`src/rtl/sw_pkg.sv`:
```
// rtl/sw_pkg.sv - shared mode encodings and popcount helper for the switch debouncer
package sw_pkg;

  localparam logic MODE_LEVEL  = 1'b0;
  localparam logic MODE_TOGGLE = 1'b1;

  // Wide enough to count all 32 possible channels.
  localparam int POP_W = 6;

  // Number of set bits; callers zero-extend narrower vectors to 32 bits.
  function automatic logic [POP_W-1:0] popcount(input logic [31:0] v);
    logic [POP_W-1:0] n;
    n = '0;
    for (int i = 0; i < 32; i++) begin
      n = n + POP_W'(v[i]);
    end
    return n;
  endfunction

endpackage

```
`src/rtl/sw_db_chan.sv`:
```
// rtl/sw_db_chan.sv - two-flop synchroniser, debounce counter and stable level for one switch
module sw_db_chan #(
  parameter int DB_CYCLES = 1_000_000
) (
  input  logic clk,
  input  logic rst_n,
  input  logic i_sw,
  output logic o_stable_nxt,
  output logic o_press_nxt,
  output logic o_rise
);

  localparam int CW = $clog2(DB_CYCLES);
  localparam logic [CW-1:0] CNT_LAST = CW'(DB_CYCLES - 1);

  logic          r_sync1;
  logic          r_sync2;
  logic [CW-1:0] r_cnt;
  logic          r_stable;
  logic          r_rise;

  logic w_accept;
  logic w_stable_nxt;
  logic w_press_nxt;

  // A new level is accepted when it has differed from stable long enough;
  // the next-state values are exported so the top can register its outputs
  // on the same edge that stable changes.
  always_comb begin
    w_accept     = (r_sync2 != r_stable) && (r_cnt == CNT_LAST);
    w_stable_nxt = w_accept ? r_sync2 : r_stable;
    w_press_nxt  = w_accept && r_sync2;
  end

  // Two-flop synchroniser for the asynchronous switch input.
  always_ff @(posedge clk or negedge rst_n) begin
    if (!rst_n) begin
      r_sync1 <= 1'b0;
      r_sync2 <= 1'b0;
    end else begin
      r_sync1 <= i_sw;
      r_sync2 <= r_sync1;
    end
  end

  // Debounce counter restarts whenever the input agrees with stable, so a
  // short excursion leaves no residue.
  always_ff @(posedge clk or negedge rst_n) begin
    if (!rst_n) begin
      r_cnt    <= '0;
      r_stable <= 1'b0;
      r_rise   <= 1'b0;
    end else begin
      if (r_sync2 == r_stable) begin
        r_cnt <= '0;
      end else if (w_accept) begin
        r_cnt <= '0;
      end else begin
        r_cnt <= r_cnt + CW'(1);
      end
      r_stable <= w_stable_nxt;
      r_rise   <= w_press_nxt;
    end
  end

  assign o_stable_nxt = w_stable_nxt;
  assign o_press_nxt  = w_press_nxt;
  assign o_rise       = r_rise;

endmodule

```
`src/rtl/sw_debounce_cnt.sv`:
```
// rtl/sw_debounce_cnt.sv - debounced switch bank with level/toggle LED drive and press counter
module sw_debounce_cnt
  import sw_pkg::*;
#(
  parameter int N_SW      = 8,
  parameter int DB_CYCLES = 1_000_000,
  parameter int CNT_W     = 8
) (
  input  logic             clk,
  input  logic             rst_n,
  input  logic [N_SW-1:0]  sw,
  input  logic             mode,
  input  logic             clr,
  output logic [N_SW-1:0]  out,
  output logic [N_SW-1:0]  rise,
  output logic [CNT_W-1:0] press_cnt
);

  localparam int SUM_W = CNT_W + POP_W;
  localparam logic [CNT_W-1:0] CNT_MAX = {CNT_W{1'b1}};

  logic [N_SW-1:0]  w_stable_nxt;
  logic [N_SW-1:0]  w_press;
  logic [N_SW-1:0]  w_tog_nxt;
  logic [31:0]      w_press32;
  logic [POP_W-1:0] w_pop;
  logic [SUM_W-1:0] w_sum;
  logic [CNT_W-1:0] w_cnt_nxt;
  logic [N_SW-1:0]  r_tog;

  for (genvar g = 0; g < N_SW; g++) begin : g_chan
    sw_db_chan #(
      .DB_CYCLES(DB_CYCLES)
    ) u_chan (
      .clk         (clk),
      .rst_n       (rst_n),
      .i_sw        (sw[g]),
      .o_stable_nxt(w_stable_nxt[g]),
      .o_press_nxt (w_press[g]),
      .o_rise      (rise[g])
    );
  end

  // Toggle and counter next state; clr overrides any presses on the same edge.
  always_comb begin
    w_press32           = '0;
    w_press32[N_SW-1:0] = w_press;
    w_pop               = popcount(w_press32);
    w_sum               = SUM_W'(press_cnt) + SUM_W'(w_pop);
    w_tog_nxt           = clr ? '0 : (r_tog ^ w_press);
    if (clr) begin
      w_cnt_nxt = '0;
    end else if (w_sum > SUM_W'(CNT_MAX)) begin
      w_cnt_nxt = CNT_MAX;
    end else begin
      w_cnt_nxt = w_sum[CNT_W-1:0];
    end
  end

  // Toggle state, registered LED mux and saturating press counter.
  always_ff @(posedge clk or negedge rst_n) begin
    if (!rst_n) begin
      r_tog     <= '0;
      out       <= '0;
      press_cnt <= '0;
    end else begin
      r_tog     <= w_tog_nxt;
      out       <= (mode == MODE_TOGGLE) ? w_tog_nxt : w_stable_nxt;
      press_cnt <= w_cnt_nxt;
    end
  end

endmodule

```
`config.mk`:
```
export PLATFORM = sky130hd
export DESIGN_NAME = sw_debounce_cnt
export DESIGN_NICKNAME = d
export VERILOG_FILES = /design/src/rtl/sw_pkg.sv /design/src/rtl/sw_db_chan.sv /design/src/rtl/sw_debounce_cnt.sv
export SDC_FILE = /design/constraint.sdc
export NUM_CORES = 1
export LEC_CHECK = 0
export CAP_MARGIN = 20
export CORE_ASPECT_RATIO = 0.7
export CORE_MARGIN = 8
export CORE_UTILIZATION = 64
export CTS_BUF_LIST = sky130_fd_sc_hd__clkbuf_4
export DETAILED_ROUTE_END_ITERATION = 10
export GPL_TIMING_DRIVEN = 0
export PLACE_DENSITY = 0.9
export SLEW_MARGIN = 5
export SYNTH_ARGS = -nofsm -noshare
export SYNTH_HDL_FRONTEND = slang
export SYNTH_SLANG_ARGS = --single-unit
```
`constraint.sdc`:
```
create_clock -name clk -period 4.6 [get_ports clk]
set_input_delay 0.92 -clock clk [delete_from_list [all_inputs] [get_ports clk]]
set_output_delay 0.92 -clock clk [all_outputs]
set_load 0.05 [all_outputs]
```
==> results.md <==
* CP dominant cell by count: fa_1
* Synth area leaders: dfrtp_1 52%, nor2_1 7.4%, xor2_1 6.8%
* Final ANT Viol Nets at 0
* Crit-path max cell delay at 550 ps
* Slew @ Worst Pin at 865 ps
* CP endpoint kind: flop
* Synth warn at 0
* Clock sink count at 216
* Share of cells above drive strength 1 at 0.111
* Wire per inst at 15.7 um
* Seq cells post-synth at 216
* Cell Area, Synth at 10400 sq um
* Post-DP HPWL at 14.8 mm
* Hold/Removal Path Class: primary input to asynchronous set/reset pin
* FF-to-FF setup slack at 90 ps
* Total GRT Usage at 0.218
* Critical Path Start Type: flop
* Worst r2r src: g_chan[2].u_chan.r_cnt[8]
* Die area at 20700 sq um
* Clk buf depth at 3
* Critical-path cell list: or4b_4, nor4_4, nand4_1, nor2_4, fa_1, inv_2, fa_1, fa_1, fa_2, inv_2, fa_2, a21oi_4, o21bai_4, nand3_2, mux2i_1, nor2_1
* Total grt overflow at 0
* DP Worst Slack at -156 ps
* Vias in the first global route at 7998
* MaxCap Viol Count at 0
* Post-Route Utilization at 0.733
* Leading area contributor after synthesis: dfrtp_1
* Via count at 7978
* Part of the cycle the worst path needs at 0.980
* Skew-Pair Late Insertion Delay at 660 ps
* Fmax at 0.222 GHz
* DRC at 0
* Crit path required time at 5130 ps
* Clock skew at 41.7 ps
* Final Hold Viols at 0
* Root Driver: clkbuf_4
* DRT Pass-1 Iters at 5
* Yosys cell types at 54
* Hold-fix buffers at CTS at 0
* Tmin final at 4510 ps
* NumNets Final at 1181
* Number of DRC markers in iteration 0 at 826
* Synth Area per Inst at 9.88 sq um
* Power per cell area at 302 nW/um^2
* TritonCTS clock tree: yes
* Slew Viols, Final at 0
* Critical path peak fanout at 5
* Seq/Total Area, Yosys at 0.520
* Worst R2R Path Depth at 16
* Num CTS Buffers at 51
* Share of Yosys cell area claimed by the top area cell type at 0.520
* Arr. time, crit path at 5040 ps
* Syn Inst Count at 1053
* Reg clk slew, reported paths at 70 ps
* Initial antenna violation count at 0
* Drt total wl at 21.8 mm
* Placement Cell Area at 11100 sq um
* Max stage delay cell, worst path: or4b_4
* Die Y at 123 um
* RD Place Congestion at 0.919
* Routed vias/inst at 5.74
* Die span in x at 168 um
* Commonest non-fill, non-tap cell in the layout: dfrtp_1
* Core ar. at 16100 sq um
* Antenna cells at 0
* LEAKAGE at 5.23 nW
* Post-Syn Nets at 1084
* CTS HTree Levels at 2
* Largest net degree at the start of global routing at 106
* Hold WS at 135 ps
* Critical path class: flop to flop
* VDD IR-drop max at 179 uV
* Reg-to-Reg End: press_cnt[6]
* Max_slew headroom at 0.419
* Setup violators final at 0
* Area Overhead vs Synth at 13.5%
* Commonest cells after routing, fill and taps aside: 214 x dfrtp_1, 204 x nor2_1, 89 x nand2_1
* Final worst setup slack at 90.6 ps
* Outcome: finished, final reports clean
* Unrepaired setup endpoints after global routing: yes
* Total Power at 0.00357 W
* Design area at 11800 sq um
* Filler cell count at 1117
* First-pass GRT wire length at 37.3 mm
* Row cnt at 39
* Initial Utilization at 0.646
* Setup crit start: g_chan[2].u_chan.r_cnt[8]
* Number of port buffers at 35
* Top-level port count at 36
area by class of cell:
type,count,area [sq um],share of cell area
timing repair buffer,44,463,0.0392
inverter,33,124,0.0105
sequential,216,5410,0.458
multi-input combinational,776,4780,0.405
buffer,28,159,0.0135
clock inverter,12,46.3,0.00392
tap,205,256,0.0217
clock buffer,76,571,0.0483
report_power, final:
group	leakage [nW]	internal, W	total, W	switching, W
Sequential	2.96	0.00192	0.00195	0.0000280
Combinational	1.91	0.0000424	0.000133	0.0000905
Clock	0.371	0.000751	0.00149	0.000736
worst max-delay path by stage:
stage / endpoint / slack, ps / cells after the start
3_5_place_dp: press_cnt[1] / -160 / 15
4_1_cts: press_cnt[0] / 0.02 / 15
5_1_grt: press_cnt[6] / -90 / 16
6_report: press_cnt[6] / 90 / 16
3_3_place_gp: g_chan[4].u_chan.r_cnt[9] / -6110 / 1
2_1_floorplan: press_cnt[6] / 340 / 16
layer usage:
| metal | GRT usage | share of wire | vias to the layer above |
|---|---|---|---|
| met5 | 0 | 0 | - |
| met4 | 0.0800 | 0.019 | 0 |
| met3 | 0.0431 | 0.053 | 36 |
| met2 | 0.345 | 0.47 | 237 |
| met1 | 0.298 | 0.46 | 3913 |
| li1 | - | - | 3792 |
critical path, delay by kind of cell, from the launching register on:
family | cells | cell delay (ps)
AOI/OAI and AO/OA | 2 | 270
and+or+nand+nor | 6 | 1320
adders and majority gates | 5 | 2040
muxes | 1 | 180
buffers and inverters | 2 | 120
DFF | 1 | 440
logic make-up after synthesis:
| kind of cell | Yosys count | share of synthesized area |
|---|---|---|
| compound gates | 39 | 0.0232 |
| xor+xnor | 160 | 0.135 |
| fa+ha+maj | 19 | 0.0265 |
| buf+inv | 61 | 0.0272 |
| flops | 216 | 0.520 |
| mux | 5 | 0.00517 |
| simple gates | 553 | 0.264 |
synthesized netlist by cell type, drive strengths merged:
master and instances:
o22ai 3, and3 25, or2 3, nor2 205, nor4b 5, a31oi 2
a211o 1, o2bb2ai 1, a221oi 1, o21bai 2, o31ai 1, and4b 4
nor4 19, or3 4, nand2 90, o221ai 1, a2bb2oi 1, nand4b 8
nand3 71, or4b 4, nand2b 3, xnor2 79, nor2b 5, mux2i 2
a21oi 9, mux2 3, or4 7, a21o 1, clkinv 1, nor3 32
nor3b 3, o211ai 3, fa 5, xor2 81, buf 17, a32oi 1
and4 16, ha 14, and2 9, dfrtp 216, inv 32, o21ai 12
nand4 40, clkbuf 11
per-stage QoR:
stage / std cells / setup TNS (ps)
global route: 1390 / -382
finish: 1390 / 0
global placement: 1293 / -1315200
CTS: 1383 / 0
floorplan: 1053 / 0
detailed placement: 1295 / -1010
what timing repair did:
action,in CTS,in global routing
gates resized for setup,2,16
endpoints found under the setup margin,8,8
setup buffers,0,7
pin swaps,0,13
flip-flops by register name (all words and copies together) (netlist names):
signal / count
g_chan.u_chan.o_rise: 8
g_chan.u_chan.r_cnt: 160
g_chan.u_chan.r_stable: 8
g_chan.u_chan.r_sync1: 8
g_chan.u_chan.r_sync2: 8
out: 8
press_cnt: 8
r_tog: 8
No activity file was read; power rests on OpenSTA's default activity.
